### config.mk
export PLATFORM = sky130hd
export DESIGN_NAME = cmp_event_monitor
export DESIGN_NICKNAME = d
export VERILOG_FILES = /design/src/rtl/cmp_mon_pkg.sv /design/src/rtl/sat_counter.sv /design/src/rtl/cmp_event_monitor.sv
export SDC_FILE = /design/constraint.sdc
export NUM_CORES = 1
export LEC_CHECK = 0
export BUFFER_PORTS_ARGS = -buffer_cell sky130_fd_sc_hd__buf_2
export CORE_ASPECT_RATIO = 1.2
export CORE_MARGIN = 3
export CORE_UTILIZATION = 50
export DETAILED_ROUTE_END_ITERATION = 16
export PLACE_DENSITY = 0.77
export SKIP_CTS_REPAIR_TIMING = 1
export SLEW_MARGIN = 20
export SYNTH_ARGS = -nofsm -noshare
export SYNTH_HDL_FRONTEND = slang
export SYNTH_SLANG_ARGS = --single-unit
### constraint.sdc
create_clock -name CLK -period 3.38 [get_ports CLK]
set_input_delay 0.676 -clock CLK [delete_from_list [all_inputs] [get_ports CLK]]
set_output_delay 0.676 -clock CLK [all_outputs]
set_load 0.01 [all_outputs]
### src/rtl/cmp_mon_pkg.sv
`default_nettype none
// ============================================================================
// Module      : cmp_mon_pkg
// Description : Relation encoding and comparator flag decode for the monitor.
// Revision    : 1.0 - initial release
// ============================================================================
package cmp_mon_pkg;

  localparam logic [1:0] c_st_unknown = 2'b00;
  localparam logic [1:0] c_st_equal   = 2'b01;
  localparam logic [1:0] c_st_above   = 2'b10;
  localparam logic [1:0] c_st_below   = 2'b11;

  typedef struct packed {
    logic       legal;
    logic [1:0] rel;
  } flag_dec_t;

  // Exactly one flag high is legal; anything else reports UNKNOWN/illegal.
  function automatic flag_dec_t decode_flags(input logic qagb,
                                             input logic qasb,
                                             input logic qaeb);
    flag_dec_t d;
    d.legal = 1'b0;
    d.rel   = c_st_unknown;
    case ({qagb, qasb, qaeb})
      3'b100: begin d.legal = 1'b1; d.rel = c_st_above; end
      3'b010: begin d.legal = 1'b1; d.rel = c_st_below; end
      3'b001: begin d.legal = 1'b1; d.rel = c_st_equal; end
      default: begin d.legal = 1'b0; d.rel = c_st_unknown; end
    endcase
    return d;
  endfunction

endpackage
`default_nettype wire

### src/rtl/sat_counter.sv
`default_nettype none
// ============================================================================
// Module      : sat_counter
// Description : Up-counter that sticks at all-ones; clear beats increment.
// Revision    : 1.0 - initial release
// ============================================================================
module sat_counter #(
  parameter int WIDTH = 8
) (
  input  logic             CLK,
  input  logic             RST,
  input  logic             CLR,
  input  logic             INC,
  output logic [WIDTH-1:0] count
);

  localparam logic [WIDTH-1:0] c_max = '1;

  logic [WIDTH-1:0] r_count;

  always_ff @(posedge CLK) begin
    if (RST) begin
      r_count <= '0;
    end else if (CLR) begin
      r_count <= '0;
    end else if (INC && (r_count != c_max)) begin
      r_count <= r_count + 1'b1;
    end
  end

  assign count = r_count;

endmodule
`default_nettype wire

### src/rtl/cmp_event_monitor.sv
`default_nettype none
// ============================================================================
// Module      : cmp_event_monitor
// Description : Debounces comparator flags into a relation state and counts
//               entries into ABOVE/BELOW, flagging illegal flag combinations.
// Revision    : 1.0 - initial release
// ============================================================================
module cmp_event_monitor
  import cmp_mon_pkg::*;
#(
  parameter int DEBOUNCE = 4,
  parameter int CNT_W    = 8
) (
  input  logic             CLK,
  input  logic             RST,
  input  logic             SAMPLE_EN,
  input  logic             QAGB,
  input  logic             QASB,
  input  logic             QAEB,
  input  logic             CLR_CNT,
  output logic [1:0]       STATE,
  output logic             CHANGE,
  output logic             ALARM,
  output logic [CNT_W-1:0] ABOVE_CNT,
  output logic [CNT_W-1:0] BELOW_CNT,
  output logic             ERR
);

  localparam logic [3:0] c_debounce = 4'(DEBOUNCE);

  flag_dec_t  w_dec;
  logic       w_legal;
  logic       w_illegal;
  logic [3:0] w_run_nxt;
  logic [1:0] w_cand_nxt;
  logic [1:0] w_state_nxt;
  logic       w_fire;
  logic       w_inc_above;
  logic       w_inc_below;

  logic [1:0] r_state;
  logic [1:0] r_cand;
  logic [3:0] r_run;
  logic       r_change;
  logic       r_err;

  assign w_dec     = decode_flags(QAGB, QASB, QAEB);
  assign w_legal   = SAMPLE_EN & w_dec.legal;
  assign w_illegal = SAMPLE_EN & ~w_dec.legal;

  // Illegal samples and idle cycles leave the run tracker untouched.
  always_comb begin
    w_cand_nxt  = r_cand;
    w_run_nxt   = r_run;
    w_state_nxt = r_state;
    w_fire      = 1'b0;
    if (w_legal) begin
      w_cand_nxt = w_dec.rel;
      if (w_dec.rel == r_cand) begin
        w_run_nxt = (r_run >= c_debounce) ? c_debounce : r_run + 4'd1;
      end else begin
        w_run_nxt = 4'd1;
      end
      if ((w_run_nxt == c_debounce) && (w_dec.rel != r_state)) begin
        w_fire      = 1'b1;
        w_state_nxt = w_dec.rel;
      end
    end
  end

  always_ff @(posedge CLK) begin
    if (RST) begin
      r_state  <= c_st_unknown;
      r_cand   <= c_st_unknown;
      r_run    <= 4'd0;
      r_change <= 1'b0;
    end else begin
      r_state  <= w_state_nxt;
      r_cand   <= w_cand_nxt;
      r_run    <= w_run_nxt;
      r_change <= w_fire;
    end
  end

  always_ff @(posedge CLK) begin
    if (RST) begin
      r_err <= 1'b0;
    end else if (CLR_CNT) begin
      r_err <= 1'b0;
    end else if (w_illegal) begin
      r_err <= 1'b1;
    end
  end

  assign w_inc_above = w_fire & (w_dec.rel == c_st_above);
  assign w_inc_below = w_fire & (w_dec.rel == c_st_below);

  sat_counter #(
    .WIDTH (CNT_W)
  ) u_above_cnt (
    .CLK   (CLK),
    .RST   (RST),
    .CLR   (CLR_CNT),
    .INC   (w_inc_above),
    .count (ABOVE_CNT)
  );

  sat_counter #(
    .WIDTH (CNT_W)
  ) u_below_cnt (
    .CLK   (CLK),
    .RST   (RST),
    .CLR   (CLR_CNT),
    .INC   (w_inc_below),
    .count (BELOW_CNT)
  );

  assign STATE  = r_state;
  assign CHANGE = r_change;
  assign ERR    = r_err;
  assign ALARM  = (r_state == c_st_above);

endmodule
`default_nettype wire

==> results of run 1 <==
==> cell type report <==
class                   instances  area, um^2
fillers                       252        1049
repair buffers                 27       135.1
well taps                      33       41.29
inverters                       6       22.52
flip-flops and latches         26       520.5
multi-input cells             138       873.3
clock buffers                   4       36.28
==> worst paths after layout <==
kind	end	slack [ps]	cells after the start
max	u_above_cnt.count[3]	1080	6
min	ERR	500	2
max reg2reg	u_above_cnt.count[3]	1200	6
min reg2reg	ERR	500	2
==> critical path, cell delays in order <==
cell and delay, ps:
buf_2 200, or3b_1 510, nor2_4 180, o21ai_2 260, or4_1 580, a21oi_1 150
==> power by group <==
part | total, mW | internal (mW) | switching [mW]
Clock | 0.158 | 0.0658 | 0.0923
Sequential | 0.312 | 0.309 | 0.00298
Combinational | 0.0499 | 0.0173 | 0.0326
==> routing by layer <==
layer / share of wire / routed length, um
met5: 0 / 0
met4: 0.0082 / 27
met3: 0.055 / 181
met2: 0.51 / 1666
met1: 0.43 / 1399
==> registers in the layout, indices dropped and copies added (netlist names) <==
name and cells:
u_below_cnt.count 8, r_run 4, ERR 1, u_above_cnt.count 8, CHANGE 1, STATE 2
r_cand 2
==> logic make-up after synthesis <==
family / after synthesis
AO/OA/AOI/OAI: 58
XOR/XNOR: 2
adder cells (fa/ha/maj): 3
AND/OR/NAND/NOR: 75
buffers and inverters: 17
flip-flops: 26
==> cell usage in the layout (no fill, tap or decap), types with 2 or more instances in the layout <==
cell type  instances
nor2_1            13
nand2_1           10
inv_1              6
nand4_1            4
or2_2              2
o41ai_1            2
nand4b_1           2
a21oi_1           18
a221oi_1           2
xnor2_1            2
dfxtp_1           26
or3b_1             2
o21ai_0            9
o31ai_1            6
o211ai_1           2
nor3b_1            3
o21ai_1            3
nor3_1             3
and3_1             2
ha_1               3
a31oi_1            3
buf_2             27
or4_1              8
o21a_1             2
nand3_1           11
clkbuf_4           3
or3_1              5
nand3b_1           2
a211oi_1           2
nand2b_1           2
==> qor.csv, run 1 <==
stage;metric;value;unit
run;cap_violations;0;
worst_setup_path;criticalPathCategory;in2reg;
worst_setup_path;arrival;2570;ps
power;p_leak;0.6022;nW
synth;synthFlopType;dfxtp_1;
route;vias;1444;
worst_setup_path;r2r-start;r_run[0];
route;wl_per_cell;14.00;um
global_route;grt_pass1_wl;5.699;mm
global_route;grt_max_degree;29;
finish;fin_util;0.6084;
power;vdd_drop_max;0.0002235;V
global_route;gr-total-overflow;0;
floorplanning;chipWidth;55.52;um
clock_network;insertion_delay;320;ps
finish;nNetsFinal;212;
route;drc;0;
global_route;use_met2;0.3462;
power;power_density;319.4;nW/um^2
finish;synthToLayoutAreaGrowth;10.71;%
clock_network;cts-root-buf;clkbuf_4;
sta;setup_tns;0;ps
placed_design;port_buffers;27;
synth;synth_fa_ha_area_frac;0.02551;
sta;maxSlewHeadroom;0.4019;
synth;synth_edf_count;0;
synth;ys.warnings.count;0;
sta;setup_viol;0;
clock_network;htree_num_levels;1;
synth;syn_inst;181;
route;dr.pass1.iters;4;
synth;netlist_area;1471;um^2
worst_setup_path;cp-start-kind;input port;
min_path;hp-class;reg2reg;
placed_design;pre_cts_slack;748.8;ps
synth;muxShareOfSynthArea;0;
synth;yosysTopAreaCellShare;0.3537;
route;viasPerCell;6.171;
synth;syn_avg_cell_area;8.129;um^2
synth;ys_ff_latch;26;
sta;layout_setup_ws;1075;ps
synth;synth_compound_area_frac;0.2619;
clock_network;cts_buffers;3;
sta;worst_hold_slack;496.7;ps
synth;synth_top_area_cell;dfxtp_1;
sta;finalCritPeriodShare;0.6819;
finish;design_area;1629;um^2
sta;clock_skew;2.640;ps
sta;hold_violations;0;
min_path;hp-start;ERR;
outcome;status;finished clean;
worst_setup_path;critical_path_peak_fanout;28;
finish;drive_above_1_share;0.1891;
sta;worst_pin_slew;897.0;ps
global_route;antenna_found_initial;0;
global_route;met3_usage;0.02947;
synth;synth_top_family_by_area;simple AND/OR/NAND/NOR gates;
floorplanning;dieArea;3632;um^2
synth;synth_nets;191;
sta;finalCriticalPeriod;2305;ps
floorplanning;start_util;0.5495;
placed_design;dp_hpwl;2.366;mm
synth;yosysMostFrequentCell;dfxtp_1;
floorplanning;num_rows;20;
synth;ys_seq_area_frac;0.3537;
synth;synth.distinct_cells;47;
worst_setup_path;cp.required;3640;ps
clock_network;clock-sinks;26;
synth;synth_common_cells;dfxtp_1 (26), a21oi_1 (18), nor2_1 (13), nand3_1 (11), nand2_1 (10);
floorplanning;ios;28;
clock_network;cts.path.max_buffers;2;
finish;num_antenna_cells;0;
global_route;met1_usage;0.2272;
placed_design;globalplace.congestion;0.7977;
worst_setup_path;startpoint;QAGB;
floorplanning;core-area;2678;um^2
worst_setup_path;endpoint_kind;flip-flop;
sta;fmax;433.9;MHz
finish;instances_no_fill;234;
route;wirelength;3.275;mm
clock_network;clkTransAtPathRegs;140;ps
global_route;first_global_vias;1292;
floorplanning;die_h;65.43;um
route;drt_first_iter_violations;50;
global_route;grtUsageTotal;0.1900;
sta;rsz0062_at_grt;false;
synth;synthXorXnorAreaFrac;0.01190;
global_route;busiest_layer;met2;
placed_design;placed_area;1593;um^2
synth;ys_top_cells_by_area;dfxtp_1 (35%), a21oi_1 (6.1%), or4_1 (4.1%), nand3_1 (3.7%), nor2_1 (3.3%);
power;power;520.3;uW
sta;drv_slew;0;
route;ant_nets;0;
synth;synth-simple-area-share;0.2942;
synth;synthArstFlopShare;0;
clock_network;cts_tree;built;
placed_design;numPlacedInstances;230;
(Power assumes the default switching activity.)
==> run 2: changes to the inputs <==
Settings changed: ABC_AREA set to 1.
Clock period 3.38 ns to 2.2 ns, I/O delays scaled along.
==> run 2 against run 1 <==
  * Sequential power increased by 55%
  * Register-to-register slack got worse by 780 ps
  * Hold slack got worse by 140 ps
  * Via count decreased by 6.7%
  * Largest cell class unchanged
  * Global-route usage increased by 0.58 points
  * Power increased by 61%
  * Synthesized cell count increased by 3.9%
  * Die area decreased by 1.2%
  * Largest power group unchanged
  * Critical path depth increased by 1
==> qor.csv, run 2 <==
stage;metric;value;unit;change
outcome;status;finished clean;;
clock_network;cts.path.max_buffers;2;;unchanged
synth;ys_ff_latch;26;;unchanged
synth;ys_top_cells_by_area;dfxtp_1 (36%), nand2_1 (8.8%), nand3_1 (8.6%), a21oi_1 (7.2%), xor2_1 (5.4%);;
sta;clock_skew;7.766;ps;+5.127 ps
floorplanning;num_rows;20;;unchanged
synth;synth.distinct_cells;28;;-40%
power;pwr-share-clk;0.300;;-0.004
worst_setup_path;cp_slowest_cell;dfxtp_1;;
min_path;hp-class;in2reg;;
route;drc;0;;unchanged
route;wl_per_cell;12.73;um;-9.1%
clock_network;clkTransAtPathRegs;150;ps;about the same
synth;yosysTopAreaCellShare;0.3586;;+0.004879
synth;syn_inst;188;;+3.9%
placed_design;dp_hpwl;2.443;mm;+3.3%
global_route;grt_pass1_wl;5.319;mm;-6.7%
worst_setup_path;arrival;2040;ps;-530 ps
worst_setup_path;slowest_delay;430;ps;-150 ps
route;drt_first_iter_violations;53;;+6.0%
floorplanning;start_util;0.5472;;-0.002363
global_route;first_global_vias;1218;;-5.7%
clock_network;clock-sinks;26;;unchanged
finish;nNetsFinal;229;;+8.0%
route;wirelength;3.194;mm;-2.5%
worst_setup_path;cp-start-kind;flip-flop;;
global_route;grtUsageTotal;0.1958;;+0.005820
sta;finalCriticalPeriod;1784;ps;
power;p_sw;225.3;uW;+76%
route;ant_nets;0;;unchanged
sta;drv_slew;0;;unchanged
floorplanning;dieArea;3588;um^2;-1.2%
finish;final_cell_mix;nand2_1 (34), buf_2 (27), dfxtp_1 (26);;
clock_network;cts-root-buf;clkbuf_4;;
finish;num_antenna_cells;0;;unchanged
synth;synth_edf_count;0;;unchanged
synth;yosysMostFrequentCell;nand2_1;;
power;switching_share;0.2688;;+0.02305
sta;finalCritPeriodShare;0.8110;;
synth;synth_common_cells;nand2_1 (34), dfxtp_1 (26), nand3_1 (25), a21oi_1 (21), inv_1 (17);;
sta;setup_tns;0;ps;unchanged
floorplanning;die_h;65.02;um;-0.62%
synth;synth_nets;198;;+3.7%
finish;fin_util;0.6259;;+0.01753
worst_setup_path;endpoint_kind;flip-flop;;
placed_design;port_buffers;27;;unchanged
clock_network;cts_buffers;3;;unchanged
finish;synthToLayoutAreaGrowth;14.40;%;
synth;netlist_area;1451;um^2;-1.4%
route;vias;1347;;-6.7%
route;dr.pass1.iters;4;;unchanged
global_route;gr-total-overflow;0;;unchanged
worst_setup_path;path_cells;ha_1, nand2_1, nor2_1, nand3_2, nand4_1, nand2_1, a21oi_1;;
finish;drive_above_1_share;0.2431;;+0.05406
power;comb_power_share;0.123;;+0.027
floorplanning;chipWidth;55.19;um;-0.60%
route;viasPerCell;5.367;;-13%
global_route;antenna_found_initial;0;;unchanged
synth;synthArstFlopShare;0;;unchanged
synth;ys_seq_area_frac;0.3586;;+0.004879
sta;worst_pin_slew;501.4;ps;-395.6 ps
power;power_density;504.9;nW/um^2;+58%
clock_network;insertion_delay;330;ps;about the same
floorplanning;ios;28;;unchanged
sta;hold_violations;0;;unchanged
global_route;grt_max_degree;18;;-38%
worst_setup_path;critical_path_peak_fanout;9;;-68%
finish;final_common_cell;nand2_1;;
floorplanning;core-area;2653;um^2;-0.93%
synth;synthFlopType;dfxtp_1;;
sta;fmax;560.4;MHz;
sta;setup_viol;0;;unchanged
synth;synth_top_area_cell;dfxtp_1;;
sta;maxSlewHeadroom;0.6647;;+0.2628
clock_network;cts_tree;built;;
power;seqPwrFrac;0.577;;-0.023
worst_setup_path;path_common_cell;nand2_1;;
placed_design;globalplace.congestion;0.8594;;+7.7%
worst_setup_path;criticalPathCategory;reg2reg;;
clock_network;htree_num_levels;1;;unchanged
power;p_leak;0.7923;nW;+32%
run;cap_violations;0;;unchanged
sta;rsz0062_at_grt;false;;
power;power.internal;612.9;uW;+56%
worst_setup_path;cp.required;2460;ps;-1180 ps
synth;syn_avg_cell_area;7.720;um^2;-5.0%
power;vdd_drop_max;0.0003086;V;+38%
synth;ys.warnings.count;0;;unchanged
==> run 2: cell count changes after synthesis, sizes merged, moves of 3 or more <==
cell	change
nand3	+19
o21ai	-9
nand2	+33
a21oi	+3
clkbuf	-3
buf	-7
inv	+12
or3	-5
o31ai	-6
xor2	+9
or2	-3
or4	-8
==> run 2: cells by family (layout without fill, tap and decap cells) <==
logic type	count (synthesis)	count (layout)	share of synthesized area
DFF	26	26	0.3586
xor gates and xnor gates	12	12	0.07242
AOI/OAI and AO/OA	30	30	0.1216
and+or+nand+nor	96	96	0.3638
buffers and inverters	21	51	0.05775
adders and majority gates	3	3	0.02586
==> run 2: critical path: cells and delay by family (launching register included) <==
family                     cells  cell delay [ps]
and+or+nand+nor                5              920
AOI/OAI and AO/OA              1              150
adders and majority gates      1              220
DFF                            1              430
==> run 2: layout make-up <==
class	count	area (um^2)
sequential	26	520.5
tap	33	41.29
clock buffer	4	36.28
timing repair buffer	27	135.1
multi-input combinational	141	847.1
fill	247	992.2
inverter	20	80.08
==> run 2: final timing paths <==
check	start	end	slack, ps	cells past startpoint
min	RST	r_cand[0]	350	2
max reg2reg	u_above_cnt.count[0]	u_above_cnt.count[1]	420	7
min reg2reg	r_run[3]	r_run[3]	460	2
max	u_above_cnt.count[0]	u_above_cnt.count[1]	420	7
==> run 2: power by group through the flow <==
stage / clock [mW] / combinational, mW / sequential, mW
floorplan: 0 / 0.0786 / 0.492
global placement: 0 / 0.100 / 0.493
detailed placement: 0 / 0.103 / 0.494
CTS: 0.254 / 0.104 / 0.483
global route: 0.272 / 0.116 / 0.484
finish: 0.251 / 0.103 / 0.483
==> run 2: per-layer routing <==
metal | vias to the layer above | share of wire | global-route usage | routed length [um]
met5 | - | 0 | 0 | 0
met4 | 0 | 0.016 | 0.06383 | 51
met3 | 6 | 0.042 | 0.02299 | 135
met2 | 38 | 0.50 | 0.3373 | 1590
met1 | 619 | 0.44 | 0.2433 | 1417
li1 | 684 | - | - | -
==> run 2: per-stage QoR <==
stage | area [um^2] | hold WS (ps) | power, mW | worst slack [ps] | instances
global route | 1660 | 343.4 | 0.8723 | 259.3 | 251
finish | 1660 | 352.6 | 0.8382 | 415.7 | 251
floorplan | 1451 | 422.3 | 0.5710 | 596.3 | 188
CTS | 1660 | 357.9 | 0.8412 | 418.4 | 251
detailed placement | 1624 | 450.7 | 0.5969 | 193.5 | 247
global placement | 1624 | 437.2 | 0.5932 | 293.8 | 247
==> run 3: changes to the inputs <==
Clock period 2.2 ns to 1.66 ns, I/O delays scaled along.
==> run 3 against run 2 <==
  * Sequential power rose by 33%
  * Sequential cell count is the same
  * Combinational power up 55%
  * Wire length is 9.8% higher
  * Highest routed layer unchanged
  * Hold slack worse by 110 ps
  * Via count up 5.1%
  * Register-to-register slack worse by 370 ps
  * Critical path depth rose by 2
==> qor.csv, run 3 (synthesized netlist as in run 2, its figures left out) <==
stage;metric;value;unit;change
placed_design;dp_hpwl;2.538;mm;+3.9%
global_route;grt_max_degree;18;;unchanged
clock_network;cts_tree;built;;
finish;seqCellArea;525.5;um^2;+0.96%
route;vias;1416;;+5.1%
route;viasPerCell;5.284;;-1.5%
power;p_leak;0.8854;nW;+12%
floorplanning;chipWidth;55.19;um;unchanged
power;vdd_drop_max;0.0007357;V;+140%
worst_setup_path;arrival;1870;ps;-170 ps
route;drt_first_iter_violations;30;;-43%
floorplanning;core-area;2653;um^2;unchanged
finish;num_antenna_cells;0;;unchanged
global_route;gr-total-overflow;0;;unchanged
clock_network;cts_buffers;3;;unchanged
finish;num-fill-cells;226;;-8.5%
sta;fmax;618.0;MHz;+10%
worst_setup_path;cp-start-kind;flip-flop;;
clock_network;htree_num_levels;1;;unchanged
clock_network;clkTransAtPathRegs;150;ps;about the same
min_path;hp-class;in2reg;;
route;wirelength;3.507;mm;+9.8%
placed_design;placed_area;1707;um^2;+5.1%
finish;final_cell_mix;nand2_1 (32), buf_2 (27), nand3_1 (25);;
sta;hold_violations;0;;unchanged
route;wl_per_cell;13.09;um;+2.8%
route;ant_nets;0;;unchanged
sta;finalCriticalPeriod;1618;ps;-166.3 ps
sta;clock_skew;4.335;ps;-3.431 ps
global_route;grtUsageTotal;0.2003;;+0.004453
sta;setup_viol;0;;unchanged
clock_network;cts.path.max_buffers;2;;unchanged
finish;final_common_cell;nand2_1;;
clock_network;insertion_delay;320;ps;about the same
global_route;first_global_vias;1328;;+9.0%
clock_network;clock-sinks;26;;unchanged
floorplanning;start_util;0.5472;;unchanged
placed_design;port_buffers;27;;unchanged
clock_network;cts-root-buf;clkbuf_4;;
route;drc;0;;unchanged
outcome;status;finished clean;;
power;power_density;672.7;nW/um^2;+33%
placed_design;pre_cts_slack;-122.0;ps;-315.5 ps
worst_setup_path;endpoint_kind;flip-flop;;
finish;fin_util;0.6958;;+0.06981
finish;nNetsFinal;246;;+7.4%
worst_setup_path;critical_path_peak_fanout;4;;-5
finish;drive_above_1_share;0.3489;;+0.1058
finish;design_area;1846;um^2;+11%
run;cap_violations;0;;unchanged
global_route;grt_pass1_wl;5.471;mm;+2.9%
sta;finalCritPeriodShare;0.9747;;+0.1637
worst_setup_path;cp.required;1910;ps;-550 ps
floorplanning;ios;28;;unchanged
sta;drv_slew;0;;unchanged
finish;synthToLayoutAreaGrowth;27.16;%;
worst_setup_path;criticalPathCategory;reg2reg;;
floorplanning;dieArea;3588;um^2;unchanged
sta;worst_pin_slew;485.9;ps;-15.51 ps
route;dr.pass1.iters;4;;unchanged
sta;layout_setup_ws;42.01;ps;-373.7 ps
floorplanning;num_rows;20;;unchanged
sta;setup_tns;0;ps;unchanged
sta;maxSlewHeadroom;0.6741;;+0.009395
global_route;antenna_found_initial;0;;unchanged
sta;worst_hold_slack;242.4;ps;-110.2 ps
finish;multi_input_comb_area;867.1;um^2;+2.4%
floorplanning;die_h;65.02;um;unchanged
placed_design;globalplace.congestion;0.8530;;-0.74%
## run 3: cell types whose count changed in the layout (fill, tap and decap cells not counted), sizes merged
cell and delta:
buf +17, clkbuf -1, bufinv +1
## run 3: critical path, cell delays in order (launching register included)
cell and delay [ps]:
dfxtp_2 350, ha_1 290, nand2_2 80, inv_2 50, a21oi_4 130, nand3_4 140, nor2_8 150, buf_4 140
nand3_1 90, a21oi_1 130
## run 3: power breakdown
group | total (mW) | internal [mW] | switching [mW]
logic | 0.160 | 0.0582 | 0.102
registers | 0.641 | 0.635 | 0.00630
clock network | 0.440 | 0.244 | 0.196
total | 1.24 | 0.937 | 0.305
## run 3: path summary, 6_finish.rpt
check / start / end / slack, ps / cells past startpoint
worst max-delay path: r_run[0] / u_above_cnt.count[6] / 40 / 9
worst max register to register: r_run[0] / u_above_cnt.count[6] / 40 / 9
worst min-delay path: RST / CHANGE / 240 / 2
worst min register to register: r_run[3] / r_run[3] / 470 / 2
## run 3: area by class of cell
type                            count  area share
Multi-Input combinational cell    141      0.4698
Sequential cell                    26      0.2847
Timing Repair Buffer               44      0.1512
Inverter                           20     0.04339
Tap cell                           33     0.02237
Clock inverter                      1     0.01627
Clock buffer                        3     0.01220
## run 3: metrics by stage
stage / total power, mW / std cells
after floorplan: 0.7567 / 188
after global placement: 0.8003 / 258
after detailed placement: 0.8063 / 258
after CTS: 1.237 / 262
after global routing: 1.282 / 268
final: 1.241 / 268
## run 3: per-layer routing
| metal | vias up | global-route usage | share of wire |
|---|---|---|---|
| met5 | - | 0 | 0 |
| met4 | 0 | 0.08511 | 0.019 |
| met3 | 8 | 0.02299 | 0.044 |
| met2 | 38 | 0.3580 | 0.52 |
| met1 | 653 | 0.2276 | 0.41 |
| li1 | 717 | - | - |
